==> src/rtl/matmul_seq_ctrl.sv <==
// matmul_seq_ctrl: UART host-link sequencer that loads A/B operands, starts the multiplier and streams results back.
module matmul_seq_ctrl #(
  parameter int MAX_N       = 8,
  parameter int IDX_W       = 6,
  parameter int RES_W       = 16,
  parameter int TIMEOUT_CYC = 100000
) (
  input  logic             clk,
  input  logic             rst,
  input  logic             rx_valid,
  input  logic [7:0]       rx_data,
  output logic             rx_enable,
  output logic             wr_en,
  output logic             wr_sel,
  output logic [IDX_W-1:0] wr_addr,
  output logic [7:0]       wr_data,
  output logic [3:0]       mat_n,
  output logic             mult_start,
  input  logic             mult_done,
  output logic [IDX_W-1:0] res_addr,
  input  logic [RES_W-1:0] res_data,
  input  logic             tx_busy,
  output logic             tx_start,
  output logic [7:0]       tx_data,
  output logic             busy,
  output logic             err_size,
  output logic             err_timeout
);
  localparam int NB = RES_W / 8;
  localparam int BW = $clog2(NB + 1);
  localparam int TW = $clog2(TIMEOUT_CYC + 1);
  typedef enum logic [2:0] {IDLE, LOAD_A, LOAD_B, START, COMPUTE, RD, TX_WAIT, TX_GAP} state_t;
  state_t state;
  logic [IDX_W-1:0] idx;
  logic [BW-1:0] byte_cnt;
  logic [TW-1:0] tcnt;
  logic [RES_W-1:0] sh;
  logic ld;
  logic [7:0] nn_m1;
  logic last, loading;
  assign nn_m1 = {4'd0, mat_n} * {4'd0, mat_n} - 8'd1;
  assign last = 8'(idx) == nn_m1;
  assign loading = state == LOAD_A || state == LOAD_B;
  assign wr_en = loading && rx_valid;
  assign wr_sel = state == LOAD_B;
  assign wr_addr = idx;
  assign wr_data = wr_en ? rx_data : 8'd0;
  assign rx_enable = state == IDLE || loading;
  assign busy = state != IDLE;
  always_ff @(posedge clk or posedge rst) begin
    if (rst) begin
      state <= IDLE;
      idx <= '0;
      byte_cnt <= '0;
      tcnt <= '0;
      sh <= '0;
      ld <= 1'b0;
      mat_n <= 4'd0;
      mult_start <= 1'b0;
      res_addr <= '0;
      tx_start <= 1'b0;
      tx_data <= 8'd0;
      err_size <= 1'b0;
      err_timeout <= 1'b0;
    end else begin
      mult_start <= 1'b0;
      tx_start <= 1'b0;
      err_size <= 1'b0;
      err_timeout <= 1'b0;
      case (state)
        IDLE: if (rx_valid) begin
          if (rx_data != 8'd0 && rx_data <= 8'(MAX_N)) begin
            mat_n <= rx_data[3:0];
            idx <= '0;
            tcnt <= '0;
            state <= LOAD_A;
          end else err_size <= 1'b1;
        end
        LOAD_A, LOAD_B: if (rx_valid) begin
          tcnt <= '0;
          if (last) begin
            idx <= '0;
            mult_start <= state == LOAD_B;
            state <= (state == LOAD_A) ? LOAD_B : START;
          end else idx <= idx + 1'b1;
        end else if (tcnt == TW'(TIMEOUT_CYC - 1)) begin
          err_timeout <= 1'b1;
          idx <= '0;
          tcnt <= '0;
          state <= IDLE;
        end else tcnt <= tcnt + 1'b1;
        START: state <= COMPUTE;
        COMPUTE: if (mult_done) begin
          idx <= '0;
          res_addr <= '0;
          byte_cnt <= '0;
          state <= RD;
        end
        RD: begin
          ld <= 1'b1;
          state <= TX_WAIT;
        end
        // first TX_WAIT cycle captures the synchronous-read result word
        TX_WAIT: if (ld) begin
          sh <= res_data;
          ld <= 1'b0;
        end else if (!tx_busy) begin
          tx_start <= 1'b1;
          tx_data <= sh[RES_W-1 -: 8];
          state <= TX_GAP;
        end
        TX_GAP: if (byte_cnt < BW'(NB - 1)) begin
          byte_cnt <= byte_cnt + 1'b1;
          sh <= sh << 8;
          state <= TX_WAIT;
        end else if (!last) begin
          idx <= idx + 1'b1;
          res_addr <= idx + 1'b1;
          byte_cnt <= '0;
          state <= RD;
        end else state <= IDLE;
        default: state <= IDLE;
      endcase
    end
  end
endmodule

==> config.mk <==
export PLATFORM = sky130hd
export DESIGN_NAME = matmul_seq_ctrl
export DESIGN_NICKNAME = d
export VERILOG_FILES = /design/src/rtl/matmul_seq_ctrl.sv
export SDC_FILE = /design/constraint.sdc
export NUM_CORES = 1
export LEC_CHECK = 0
export ABC_AREA = 1
export BUFFER_PORTS_ARGS = -buffer_cell sky130_fd_sc_hd__buf_4
export CORE_ASPECT_RATIO = 1.5
export CORE_MARGIN = 3
export CORE_UTILIZATION = 50
export DETAILED_ROUTE_END_ITERATION = 16
export HOLD_SLACK_MARGIN = 0.05
export PLACE_DENSITY = 0.81
export SETUP_SLACK_MARGIN = 0.15
export SYNTH_ARGS = -nofsm -noshare
export SYNTH_HDL_FRONTEND = slang
export SYNTH_SLANG_ARGS = --single-unit
==> constraint.sdc <==
create_clock -name clk -period 2.74 [get_ports clk]
set_input_delay 0.685 -clock clk [delete_from_list [all_inputs] [get_ports clk]]
set_output_delay 0.685 -clock clk [all_outputs]
set_load 0.01 [all_outputs]
# Yosys cells after proc, flatten, opt, wreduce, memory -nomap -nowiden
# Cells that the tools add are included.
# Widths: inputs -> output; s select.
classes:
  n_addsub: 4
  eq_ne: 21
  multipliers: 1
  muxes: 48
  bitwise: 2
  magnitude_cmp: 2
  reduce_logical: 21
op_table:
  columns: ["op", "count"]
  rows:
  - ["$mux 17", 4]
  - ["$mux 6", 8]
  - ["$pmux 17 s2", 1]
  - ["$mux 16", 2]
  - ["$pmux 16 s2", 1]
  - ["$mux 3", 10]
  - ["$pmux 6 s4", 1]
  - ["$pmux 3 s7", 1]
  - ["$add 17x1->17 const B", 1]
  - ["$eq 17x17->1 const B", 1]
  - ["$ne 2x2->1 const B", 8]
  - ["$reduce_and 3->1", 5]
  - ["$reduce_and 7->1", 2]
  - ["$mux 1", 13]
  - ["$eq 3x3->1 const B", 4]
  - ["$pmux 6 s2", 1]
  - ["$ne 3x3->1 const B", 3]
  - ["$eq 6x8->1", 1]
  - ["$le 8x4->1 const B", 1]
  - ["$mul 4x4->8", 1]
  - ["$mux 8", 1]
  - ["$reduce_bool 2->1", 4]
  - ["$reduce_bool 8->1", 1]
  - ["$sub 8x1->8 const B", 1]
  - ["17 further kinds", 23]
totals:
  inputBits: 29
  elab_cells: 112
  output_inout_bits: 40
  regBits: 67

# Logic depth before layout (Yosys ltp)
# Gate-level depths: netlist of the first run.
logic_depth:
  ltp_word: 6
  depth_mapped: 19
  mapped_depth_nobuf: 18

# Worst setup path after synthesis of the first run
# No wires, ideal clock.
synth_timing:
  path_type: "reg2reg"
  startpoint: "reg mat_n[1]"
  endpoint: "reg idx[5] (netlist: wr_addr[5])"
  arrival_time_ps: 2763
  stages_incl_launch_ff: 19
  path_buffers: 1
  required_time_ps: 2614
  period_less_slack_ps: 2890
  setup_ps: 126
  path_slack_ps: -150
  path_cell_list: "dfrtp_1 > nand2_1 > ha_1 > xor2_1 > xor2_1 > ha_1 > ha_1 > nand2_1 > nand2_1 > nand2_1 > nand3_1 > nand2_1 > nand2_1 > and2_1 > nand3_1 > nand3_2 > buf_6 > nand2_1 > o21ai_0"
synth_via:
  elab_chain_len: 6
  elab_cells_between_ends: 8
  cone_classes: "add/sub (1); mul (1); eq/ne (2); mux (3); reduce/logical (1)"
synth_lines:
  columns: ["element", "line", "source"]
  rows:
  - ["start: declaration", "17", "output logic [3:0] mat_n,"]
  - ["start signal: assignment", "73", "mat_n <= rx_data[3:0];"]
  - ["$mul 4x4->8 (*)", "41", "assign nn_m1 = {4'd0, mat_n} * {4'd0, mat_n} - 8'd1;"]
  - ["$sub 8x1->8 (*)", "41", null]
  - ["$eq 6x8->1 (*)", "42", "assign last = 8'(idx) == nn_m1;"]
  - ["$mux 6", "81", "if (last) begin"]
  - ["$mux 6", "79", "LOAD_A, LOAD_B: if (rx_valid) begin"]
  - ["$pmux 6 s4", "70", "case (state)"]
  - ["end signal: assignment", "85", "end else idx <= idx + 1'b1;"]
  - ["end signal: assignment", "117", "idx <= idx + 1'b1;"]
  - ["end: declaration", "34", "logic [IDX_W-1:0] idx;"]
# Mark *: on every way between the ends. The rest lies on a longest branch, timed or not.
# A chain may end at the register's enable or synchronous reset.

# Worst setup path after layout of the first run
layout_timing:
  startpoint: "reg mat_n[2]"
  endpoint: "reg state[0]"
layout_via:
  elab_chain_len: 6
  elab_cells_between_ends: 8
  cone_classes: "add/sub (1); mul (1); eq/ne (2); mux (3); reduce/logical (1)"
layout_lines:
  columns: ["element", "line", "source"]
  rows:
  - ["$mul 4x4->8 (*)", "41", null]
  - ["$sub 8x1->8 (*)", "41", null]
  - ["$eq 6x8->1 (*)", "42", null]
  - ["$mux 3", "116", "end else if (!last) begin"]
  - ["$mux 3", "112", "TX_GAP: if (byte_cnt < BW'(NB - 1)) begin"]
  - ["$pmux 3 s7", "70", null]
  - ["end signal: assignment", "84", "state <= (state == LOAD_A) ? LOAD_B : START;"]
  - ["end: declaration", "33", "state_t state;"]
# Marked as above.

==> results of run 1 <==
[critical path, delay by kind of cell, from the launching register on]
kind	cells	cell delay, ps
compound gates	1	50
simple gates	10	880
flops	1	410
xor+xnor	2	280
fa+ha+maj	3	850
buf+inv	2	210
[final timing paths]
path	from	to	slack (ps)	cells after the start
setup / recovery	mat_n[2]$_DFFE_PP0P_	state[0]$_DFFE_PP0P_	-60	18
hold / removal	rst	tcnt[5]$_DFFE_PP0P_	380	2
setup reg to reg	mat_n[2]$_DFFE_PP0P_	state[0]$_DFFE_PP0P_	-60	18
hold reg to reg	tx_data[0]$_DFFE_PP0P_	tx_data[0]$_DFFE_PP0P_	490	2
max in group asynchronous	rst	res_addr[1]$_DFFE_PP0P_	1750	3
min in group clk	tx_data[0]$_DFFE_PP0P_	tx_data[0]$_DFFE_PP0P_	490	2
[kinds of logic after synthesis]
family | after synthesis
compound gates | 82
xor+xnor | 10
fa+ha+maj | 12
buf+inv | 103
flops | 67
simple gates | 262
[Yosys cell counts]
| cell | instances | share of area |
|---|---|---|
| nand2_1 | 125 | 0.11 |
| inv_1 | 79 | 0.072 |
| dfrtp_1 | 67 | 0.41 |
| nor2_1 | 42 | 0.039 |
| nand3_1 | 37 | 0.045 |
| o21ai_0 | 26 | 0.032 |
| o21ai_1 | 25 | 0.031 |
| a21oi_1 | 13 | 0.016 |
| ha_1 | 12 | 0.037 |
| nor3_1 | 11 | 0.013 |
| xor2_1 | 10 | 0.021 |
| nand4_1 | 8 | 0.012 |
| nor2_2 | 8 | 0.012 |
| o211ai_1 | 8 | 0.015 |
| inv_2 | 7 | 0.0064 |
| nand2_2 | 5 | 0.0076 |
| nand2_4 | 5 | 0.014 |
| nor4_1 | 5 | 0.0076 |
| buf_6 | 4 | 0.011 |
| clkbuf_1 | 4 | 0.0037 |
| nor2_4 | 4 | 0.011 |
| buf_2 | 3 | 0.0037 |
| buf_4 | 3 | 0.0055 |
| inv_4 | 3 | 0.0046 |
| nand3_2 | 2 | 0.0049 |
| nand3b_1 | 2 | 0.0037 |
| nor3_2 | 2 | 0.0049 |
| nor4_2 | 2 | 0.0061 |
| o21bai_1 | 2 | 0.0037 |
| a21oi_2 | 1 | 0.0021 |
| a21oi_4 | 1 | 0.0040 |
| a2bb2oi_1 | 1 | 0.0021 |
| a32o_1 | 1 | 0.0024 |
| and2_1 | 1 | 0.0015 |
| nand3_4 | 1 | 0.0043 |
| nor2_8 | 1 | 0.0049 |
| nor3b_2 | 1 | 0.0031 |
| o211a_1 | 1 | 0.0024 |
| o21a_1 | 1 | 0.0018 |
| o21ai_2 | 1 | 0.0021 |
| o22ai_1 | 1 | 0.0015 |
[cell type report]
class | count | area [µm²] | share of cell area
multi-input combinational | 368 | 2140 | 0.409
tap | 102 | 128 | 0.0243
timing repair buffer | 79 | 609 | 0.116
clock inverter | 7 | 116 | 0.0222
sequential | 67 | 1680 | 0.320
clock buffer | 9 | 225 | 0.0429
inverter | 89 | 345 | 0.0658
[layer usage]
| layer | global-route usage | routed length, µm |
|---|---|---|
| met5 | 0 | 0 |
| met4 | 0.0958 | 203 |
| met3 | 0.0306 | 422 |
| met2 | 0.370 | 5020 |
| met1 | 0.246 | 3970 |
[registers in the layout (all words and copies together) (netlist names)]
name,cells
byte_cnt,2
state,3
tx_data,8
ld,1
err_size,1
mult_start,1
mat_n,4
wr_addr,6
err_timeout,1
sh,16
tcnt,17
tx_start,1
res_addr,6
[power by group through the flow]
| stage | Clock [mW] | Sequential, mW | Combinational [mW] |
|---|---|---|---|
| after floorplan | 0 | 1.43 | 1.13 |
| after global placement | 0 | 1.41 | 1.40 |
| after detailed placement | 0 | 1.42 | 1.46 |
| after CTS | 1.32 | 1.41 | 1.52 |
| after global routing | 1.36 | 1.44 | 1.82 |
| final | 1.30 | 1.41 | 1.60 |
[what timing repair did]
| action | 4_1_cts | 5_1_grt |
|---|---|---|
| pin swaps | 1 | 18 |
| gates cloned | 0 | 2 |
| endpoints found under the setup margin | 17 | 23 |
| buffers inserted | 1 | 3 |
| gates resized for setup | 4 | 17 |
[through the flow]
stage	power [mW]	area (µm²)	hold slack [ps]	utilization
2_1_floorplan	2.56	4140	442	-
3_3_place_gp	2.81	4750	455	0.608
3_5_place_dp	2.88	4750	478	0.608
4_1_cts	4.25	5120	384	0.656
5_1_grt	4.62	5250	406	0.672
6_report	4.32	5250	376	0.672
==> metrics.cfg, run 1 <==
[cts]
path_clk_slew_ps = 50
cts_tree = done
numCtsBuffers = 9
worstSkewPairLatency_ps = 330
clk_path_buf_depth = 2
postCtsHoldBufs = 0
cts.htree.levels = 3
cts.root.buffer_cell = clkbuf_16
clock-sinks = 67

[sta]
finalWorstSetupSlack_ps = -58.1
skew_ps = 5.55
timing.final.crit_share = 1.02
fin_crit_ps = 2800
setup_viol = 16
drv_slew = 0
tightestPinTransition_ps = 460
max_slew_margin = 0.693
rsz0062_at_grt = true
finalHoldViolCount = 0
timing.setup.tns_ps = -659
timing.fmax_mhz = 357

[final_layout]
area_delta_synth_final_pct = 28.2
nNetsFinal = 655
antenna_cells = 0
num-fill-cells = 635
final_layout_size_suffix_gt1_frac = 0.267
final_common_cell = nand2_1
layout_common_cells = 120 x nand2_1, 77 x buf_4, 75 x inv_1
finalNonFillerCells = 721

[synthesis]
ys_warn_count = 0
synth.mux.area_fraction = 0
avgSynthCellArea_um2 = 7.64
synth_top_family_by_area = simple AND/OR/NAND/NOR gates
synth-compound-area-share = 0.115
yosys.area_share.simple = 0.310
synthXorXnorAreaFrac = 0.0214
synth_cells = 536
synth_seq_cells = 67
syn_nets = 577
synth_cell_type_count = 41
syn_area_um2 = 4090
yosysSeqAreaShare = 0.410
synth_fa_ha_area_frac = 0.0367

[placement]
dp_hpwl_mm = 6.78
port_buffers = 68
place_worst_setup_slack_ps = -11.7
dp_cells = 699
gp_congestion = 0.913

[critical_path]
critical_path.most_common_cell = nand2_1
critPathLaunchType = flop
max_stage_delay_ps = 410
cp.arrival_ps = 3010
cp_max_fo = 5
slowest_stage = dfrtp_2
crit_chain = inv_2 > ha_4 > xor2_2 > xor2_1 > ha_1 > ha_4 > nand2_2 > nor2_1 > nand2_1 > nand3_1 > nand2_1 > nand2_1 > nand3_2 > nor2_4 > buf_6 > o22ai_2 > nand2_1 > nand2_1
path_class = reg2reg
crit_path_end_kind = flop
critPathRequiredTime_ps = 2950

[detailed_routing]
drcViolationCount = 0
drt-pass1-iter-count = 5
routedWlPerCell_um = 13.3
finalWirelength_mm = 9.62
drt_iter0_markers = 222
vias_per_cell = 5.22
ant_nets = 0
vias = 3767

[power_and_ir_drop]
p_per_area_nw_per_um2 = 823
power_frac_comb = 0.371
max-vdd-ir-drop_mv = 0.573
p_switching_mw = 1.59
intPower_mw = 2.73
clock_power_share = 0.301
p_leak_nw = 2.61
switching_share = 0.368
seqPwrFrac = 0.327

[floorplan]
fp.dieW_um = 79.9
ios = 69
rows = 39
die_h_um = 117
dieArea_um2 = 9330
core_um2 = 7810
initial_utilization = 0.524

[grt]
antenna_found_initial = 0
gr-total-overflow = 0
grt_max_degree = 33
grt_usage = 0.208
grt_pass1_vias = 3594
grt_pass1_wl_mm = 15.5

[hold_path]
hold_path.class = in2async

[outcome]
violations = negative setup slack
outcome = finished, violations left

[flow_run]
maxCapViolations = 0

Note: power is estimated with default switching activity, not from simulation.
==> run 2: changes to the inputs <==
- ABC_AREA: 1 -> 0
- PLACE_DENSITY: 0.81 -> 0.82
==> run 2 against run 1 <==
  * Utilization increased by 0.89 points
  * Sequential share of layout area increased by 1.7 points
  * Combinational power about the same
  * The run still ends with negative setup slack left
==> metrics.cfg, run 2 <==
[outcome]
outcome = finished, violations left  ; unchanged
violations = negative setup slack  ; unchanged

[detailed_routing]
dr_wl_met3_um = 374  ; was 422 µm
maxUsedRoutingLayer = met4  ; unchanged
finalWirelength_mm = 9.63  ; was 9.62 mm
drt-pass1-iter-count = 4  ; was 5
drcViolationCount = 0  ; unchanged
wl_met1_mm = 3.58  ; was 3.97 mm
vias_per_cell = 5.51  ; was 5.22
drt_iter0_markers = 184  ; was 222
vias = 3430  ; was 3,767
ant_nets = 0  ; unchanged
wl_met2_mm = 5.42  ; was 5.02 mm
routedWlPerCell_um = 15.5  ; was 13.3 µm

[sta]
rsz0062_at_grt = true  ; unchanged
finalWorstSetupSlack_ps = -299  ; was -58.1 ps
timing.setup.tns_ps = -3850  ; was -659 ps
timing.fmax_mhz = 329  ; was 357 MHz
finalHoldViolCount = 0  ; unchanged
skew_ps = 8.17  ; was 5.55 ps
drv_slew = 0  ; unchanged
setup_viol = 18  ; was 16
fin_crit_ps = 3040  ; was 2800 ps
timing.final.crit_share = 1.11  ; was 1.02
max_slew_margin = 0.445  ; was 0.693
tightestPinTransition_ps = 821  ; was 460 ps

[critical_path]
worst-r2r-setup-slack_ps = -300  ; was -60 ps
critPathLaunchType = flop  ; unchanged
critPathRequiredTime_ps = 2980  ; was 2950 ps
crit_path_end_kind = flop  ; unchanged
slowest_stage = or4b_4  ; was dfrtp_2
reg2reg_from = mat_n[2]$_DFFE_PP0P_  ; unchanged
endpoint = res_addr[2]$_DFFE_PP0P_  ; was state[0]$_DFFE_PP0P_
max_stage_delay_ps = 480  ; was 410 ps
cp_max_fo = 6  ; was 5
path_class = reg2reg  ; unchanged
crit_chain = buf_4 > buf_6 > mux2i_1 > nor2b_1 > ha_1 > ha_4 > nor2b_4 > or4b_4 > o41ai_4 > and4_4 > a21oi_4 > mux2_4  ; was inv_2 > ha_4 > xor2_2 > xor2_1 > ha_1 > ha_4 > nand2_2 > nor2_1 > nand2_1 > nand3_1 > nand2_1 > nand2_1 > nand3_2 > nor2_4 > buf_6 > o22ai_2 > nand2_1 > nand2_1
rr_worst_depth = 12  ; was 18
r2r-end = res_addr[2]$_DFFE_PP0P_  ; was state[0]$_DFFE_PP0P_
cp.arrival_ps = 3280  ; was 3010 ps
cp-startpoint = mat_n[2]$_DFFE_PP0P_  ; unchanged

[floorplan]
dieArea_um2 = 8700  ; was 9330 µm²
rows = 38  ; was 39
die_h_um = 113  ; was 117 µm
initial_utilization = 0.519  ; was 0.524
fp.dieW_um = 77.2  ; was 79.9 µm
ios = 69  ; unchanged
core_um2 = 7320  ; was 7810 µm²

[final_layout]
num-fill-cells = 603  ; was 635
fin_area_um2 = 4990  ; was 5250 µm²
antenna_cells = 0  ; unchanged
largest_reg_flops = 17  ; unchanged
final_common_cell = buf_4  ; was nand2_1
finalNonFillerCells = 623  ; was 721
area_delta_synth_final_pct = 31.3  ; was 28.2%
top_regs = tcnt (17), sh (16), tx_data (8)  ; unchanged
nNetsFinal = 560  ; was 655
regMostFlops = tcnt  ; unchanged
final_layout_size_suffix_gt1_frac = 0.327  ; was 0.267
layout_common_cells = 103 x buf_4, 75 x nand2_1, 65 x dfrtp_1  ; was 120 x nand2_1, 77 x buf_4, 75 x inv_1

[synthesis]
yosys_most_used_dff = dfrtp_1  ; unchanged
synth_seq_cells = 67  ; unchanged
ys_warn_count = 0  ; unchanged
synth_top_cell_area_share = 0.441  ; was 0.410
async_flop_share = 1.00  ; unchanged
synth_cells = 421  ; was 536
synth_area_leaders = dfrtp_1 44%, nand2_1 7.5%, o21ai_0 4.9%, ha_1 4.0%, mux2_2 3.6%  ; was dfrtp_1 41%, nand2_1 11%, inv_1 7.2%, nand3_1 4.5%, nor2_1 3.9%
synth_edf_count = 0  ; unchanged
synth.largest_area_cell = dfrtp_1  ; unchanged
avgSynthCellArea_um2 = 9.02  ; was 7.64 µm²
yosysSeqAreaShare = 0.441  ; was 0.410
yosysMostFrequentCell = nand2_1  ; unchanged
syn_nets = 462  ; was 577
synth_cell_type_count = 54  ; was 41
syn_area_um2 = 3800  ; was 4090 µm²
synthTopCellsByCount = 76 x nand2_1, 67 x dfrtp_1, 37 x o21ai_0  ; was 125 x nand2_1, 79 x inv_1, 67 x dfrtp_1

[cts]
cts.root.buffer_cell = clkbuf_8  ; was clkbuf_16
cts_tree = done  ; unchanged
path_clk_slew_ps = 70  ; was 50 ps
worstSkewPairLatency_ps = 360  ; was 330 ps
clock-sinks = 67  ; unchanged
numCtsBuffers = 9  ; unchanged
clk_path_buf_depth = 2  ; unchanged
cts.htree.levels = 3  ; unchanged
postCtsHoldBufs = 0  ; unchanged

[power_and_ir_drop]
p_per_area_nw_per_um2 = 766  ; was 823 nW/µm²
p_leak_nw = 2.38  ; was 2.61 nW
total_power_mw = 3.82  ; was 4.32 mW
max-vdd-ir-drop_mv = 0.613  ; was 0.573 mV

[placement]
dp_cells = 602  ; was 699
gp_congestion = 0.840  ; was 0.913
dp_hpwl_mm = 6.87  ; was 6.78 mm
dpl_cell_area_um2 = 4690  ; was 4750 µm²
port_buffers = 68  ; unchanged
place_worst_setup_slack_ps = -314  ; was -11.7 ps

[grt]
grt_usage = 0.229  ; was 0.208
gr-total-overflow = 0  ; unchanged
grt_pass1_vias = 3521  ; was 3,594
grt_max_degree = 68  ; was 33
antenna_found_initial = 0  ; unchanged
grt_pass1_wl_mm = 15.9  ; was 15.5 mm

[hold_path]
hold_path.class = in2async  ; unchanged

[flow_run]
maxCapViolations = 0  ; unchanged

## run 2: area by class of cell
cell class,count,area [µm²],area share
clock buffer,12,165,0.0331
timing repair buffer,105,805,0.161
tap,100,125,0.0251
sequential,67,1680,0.337
inverter,16,60.1,0.0120
multi-input combinational,320,2130,0.427
clock inverter,3,22.5,0.00452
## run 2: worst min-delay path by stage
stage	cells after the start	startpoint	slack, ps	endpoint
floorplan	2	sh[8]$_DFFE_PP0P_	440	tx_data[0]$_DFFE_PP0P_
global placement	2	sh[9]$_DFFE_PP0P_	450	tx_data[1]$_DFFE_PP0P_
detailed placement	2	sh[8]$_DFFE_PP0P_	450	tx_data[0]$_DFFE_PP0P_
CTS	3	rst	410	tcnt[13]$_DFFE_PP0P_
global route	3	rst	430	tcnt[9]$_DFFE_PP0P_
finish	3	rst	400	tcnt[10]$_DFFE_PP0P_
## run 2: routing by layer
metal  vias to the layer above  track usage
li1                       1664            -
met1                      1673        0.246
met2                        73        0.425
met3                        20       0.0470
met4                         0        0.101
met5                         -            0
## run 2: cell families (layout without fill, tap and decap cells)
| group | count (synthesis) | count (layout) | share of synthesized area |
|---|---|---|---|
| flip-flops | 67 | 67 | 0.441 |
| AND/OR/NAND/NOR | 185 | 185 | 0.245 |
| buffers and inverters | 34 | 136 | 0.0336 |
| XOR/XNOR | 14 | 14 | 0.0323 |
| multiplexers | 22 | 22 | 0.0619 |
| adder cells (fa/ha/maj) | 12 | 12 | 0.0395 |
| AO/OA/AOI/OAI | 87 | 87 | 0.146 |
## run 2: timing repair
action | 4_1_cts | 5_1_grt
endpoints found under the setup margin | 18 | 18
resized for setup | 10 | 5
buffers inserted | 3 | 3
pin swaps | 5 | 4
## run 2: critical path: cells and delay by family, from the launching register on
family / cells / cell delay [ps]
simple gates: 4 / 1010
mux: 2 / 440
flops: 1 / 420
compound gates: 2 / 180
fa+ha+maj: 2 / 610
buf+inv: 2 / 270
## run 2: report_power, final
part | switching (mW) | internal, mW | total (mW)
Clock | 0.384 | 0.397 | 0.781
Combinational | 0.853 | 0.736 | 1.59
Sequential | 0.205 | 1.24 | 1.45
## run 2: metrics by stage
| stage | hold slack, ps | utilization |
|---|---|---|
| floorplan | 439 | - |
| global placement | 447 | 0.640 |
| detailed placement | 451 | 0.640 |
| CTS | 407 | 0.675 |
| global route | 434 | 0.681 |
| finish | 397 | 0.681 |
==> run 3: changes to the inputs <==
- CAP_MARGIN: default -> 20
- PLACE_DENSITY: 0.82 -> 0.73
- SETUP_SLACK_MARGIN: 0.15 -> 0.05
==> run 3 against run 2 <==
  * The flow still finishes with violations (negative setup slack)
  * Cell area increased by 0.93%
  * Maximum frequency up 0.13%
  * Worst hold slack gained 6.9 ps
  * Global-route usage is 0.90 points lower
  * Utilization grew 0.63 points
  * Clock skew shrank 1.4 ps
  * Clock power is 11% higher
  * Combinational power hardly changed
  * Setup slack better by 3.8 ps
  * Routed wire length fell by 5.6%
  * Die area did not move
  * Total power up 1.8%
  * Largest cell class unchanged
  * Largest power group unchanged
==> metrics.cfg, run 3 (synthesized netlist as in run 2, its figures left out) <==
[power_and_ir_drop]
p_per_area_nw_per_um2 = 772  ; was 766 nW/µm²
total_power_mw = 3.89  ; was 3.82 mW
p_leak_nw = 2.42  ; was 2.38 nW
seqPwrFrac = 0.366  ; was 0.379
power_frac_comb = 0.411  ; was 0.416
switching_share = 0.359  ; was 0.378
clock_power_share = 0.223  ; was 0.205
p_switching_mw = 1.39  ; was 1.44 mW
intPower_mw = 2.49  ; was 2.38 mW
max-vdd-ir-drop_mv = 0.549  ; was 0.613 mV

[detailed_routing]
drt_iter0_markers = 174  ; was 184
drcViolationCount = 0  ; unchanged
finalWirelength_mm = 9.09  ; was 9.63 mm
routedWlPerCell_um = 14.5  ; was 15.5 µm
vias = 3340  ; was 3,430
drt-pass1-iter-count = 4  ; unchanged
vias_per_cell = 5.33  ; was 5.51
ant_nets = 0  ; unchanged

[critical_path]
crit_path_end_kind = flop  ; unchanged
slowest_stage = dfrtp_1  ; was or4b_4
critPathRequiredTime_ps = 2970  ; was 2980 ps
max_stage_delay_ps = 430  ; was 480 ps
rr_worst_depth = 11  ; was 12
worst-r2r-setup-slack_ps = -300  ; about the same
crit_chain = nand2_1 > ha_1 > xor2_1 > ha_1 > ha_4 > nor2_4 > o211a_1 > o41ai_4 > and4_4 > a21oi_4 > mux2_2  ; was buf_4 > buf_6 > mux2i_1 > nor2b_1 > ha_1 > ha_4 > nor2b_4 > or4b_4 > o41ai_4 > and4_4 > a21oi_4 > mux2_4
cp-startpoint = mat_n[3]$_DFFE_PP0P_  ; was mat_n[2]$_DFFE_PP0P_
endpoint = res_addr[3]$_DFFE_PP0P_  ; was res_addr[2]$_DFFE_PP0P_
r2r-end = res_addr[3]$_DFFE_PP0P_  ; was res_addr[2]$_DFFE_PP0P_
critical_path.most_common_cell = ha_1
cp.arrival_ps = 3270  ; was 3280 ps
reg2reg_from = mat_n[3]$_DFFE_PP0P_  ; was mat_n[2]$_DFFE_PP0P_
cp_max_fo = 6  ; unchanged
critPathLaunchType = flop  ; unchanged
path_class = reg2reg  ; unchanged

[final_layout]
nNetsFinal = 565  ; was 560
top_regs = tcnt (17), sh (16), tx_data (8)  ; unchanged
largest_reg_flops = 17  ; unchanged
num-fill-cells = 610  ; was 603
layout_common_cells = 108 x buf_4, 76 x nand2_1, 66 x dfrtp_1  ; was 103 x buf_4, 75 x nand2_1, 65 x dfrtp_1
regMostFlops = tcnt  ; unchanged
area_delta_synth_final_pct = 32.5  ; was 31.3%
final_common_cell = buf_4  ; unchanged
antenna_cells = 0  ; unchanged
final_layout_size_suffix_gt1_frac = 0.323  ; was 0.327

[grt]
grt_usage = 0.220  ; was 0.229
grt_pass1_wl_mm = 15.5  ; was 15.9 mm
grt_pass1_vias = 3350  ; was 3,521
antenna_found_initial = 0  ; unchanged
gr-total-overflow = 0  ; unchanged
grt_max_degree = 42  ; was 68

[outcome]
violations = negative setup slack  ; unchanged
outcome = finished, violations left  ; unchanged

[sta]
timing.final.crit_share = 1.11  ; about the same
timing.fmax_mhz = 329  ; about the same
whs_ps = 404  ; was 397 ps
skew_ps = 6.76  ; was 8.17 ps
fin_crit_ps = 3040  ; about the same
drv_slew = 0  ; unchanged
finalHoldViolCount = 0  ; unchanged
setup_viol = 18  ; unchanged
finalWorstSetupSlack_ps = -295  ; was -299 ps
tightestPinTransition_ps = 814  ; was 821 ps
max_slew_margin = 0.450  ; was 0.445
rsz0062_at_grt = true  ; unchanged

[floorplan]
initial_utilization = 0.519  ; unchanged
fp.dieW_um = 77.2  ; unchanged
ios = 69  ; unchanged
dieArea_um2 = 8700  ; unchanged
rows = 38  ; unchanged
die_h_um = 113  ; unchanged
core_um2 = 7320  ; unchanged

[flow_run]
maxCapViolations = 0  ; unchanged

[cts]
cts.htree.levels = 3  ; unchanged
worstSkewPairLatency_ps = 350  ; was 360 ps
postCtsHoldBufs = 0  ; unchanged
cts_tree = done  ; unchanged
clock-sinks = 67  ; unchanged
path_clk_slew_ps = 70  ; about the same
clk_path_buf_depth = 2  ; unchanged
numCtsBuffers = 9  ; unchanged
cts.root.buffer_cell = clkbuf_8  ; unchanged

[placement]
port_buffers = 68  ; unchanged
gp_congestion = 0.867  ; was 0.840
place_worst_setup_slack_ps = -281  ; was -314 ps
dp_hpwl_mm = 6.73  ; was 6.87 mm

[hold_path]
hold_path.class = in2async  ; unchanged

## run 3: worst min-delay path by stage
stage                                  start                endpoint  slack (ps)
after detailed placement  sh[12]$_DFFE_PP0P_  tx_data[4]$_DFFE_PP0P_         450
after global routing                     rst    tcnt[16]$_DFFE_PP0P_         450
after global placement    sh[14]$_DFFE_PP0P_  tx_data[6]$_DFFE_PP0P_         450
final                                    rst    tcnt[15]$_DFFE_PP0P_         400
after CTS                                rst    tcnt[15]$_DFFE_PP0P_         400
after floorplan            sh[8]$_DFFE_PP0P_  tx_data[0]$_DFFE_PP0P_         440
## run 3: power by group through the flow
stage	logic [mW]	registers, mW	clock network (mW)
floorplan	1.05	1.43	0
global placement	1.52	1.43	0
detailed placement	1.56	1.44	0
CTS	1.58	1.42	0.886
global route	1.79	1.46	0.922
finish	1.60	1.42	0.868
## run 3: area by class of cell
class                      instances  area, µm²  area share
sequential                        67       1680       0.333
timing repair buffer             110        842       0.167
multi-input combinational        320       2130       0.424
tap                              100        125      0.0249
clock buffer                      11        131      0.0261
clock inverter                     3       65.1      0.0129
inverter                          16       60.1      0.0119
## run 3: critical path: cells and delay by family (launching register included)
kind | cells | cell delay, ps
adder cells (fa/ha/maj) | 3 | 890
AND/OR/NAND/NOR | 3 | 470
XOR/XNOR | 1 | 140
AO/OA/AOI/OAI | 3 | 690
multiplexers | 1 | 280
flip-flops | 1 | 430
## run 3: timing repair
action | 4_1_cts | 5_1_grt
resized for setup | 6 | 7
buffers inserted | 2 | 2
pin swaps | 7 | 2
endpoints found under the setup margin | 18 | 18
## run 3: metrics by stage
stage          setup TNS, ps   util  instances  instance area (µm²)
6_report               -3940  0.687        627                 5030
5_1_grt                -6410  0.687        627                 5030
4_1_cts                -3090  0.680        625                 4980
3_5_place_dp           -3470  0.648        609                 4740
3_3_place_gp           -2200  0.648        609                 4740
2_1_floorplan          -3490      -        421                 3890
## run 3: per-layer routing
metal  part of all wire  global-route usage
met1               0.41               0.257
met2               0.54               0.391
met3              0.028              0.0374
met4              0.018              0.0974
met5                  0                   0
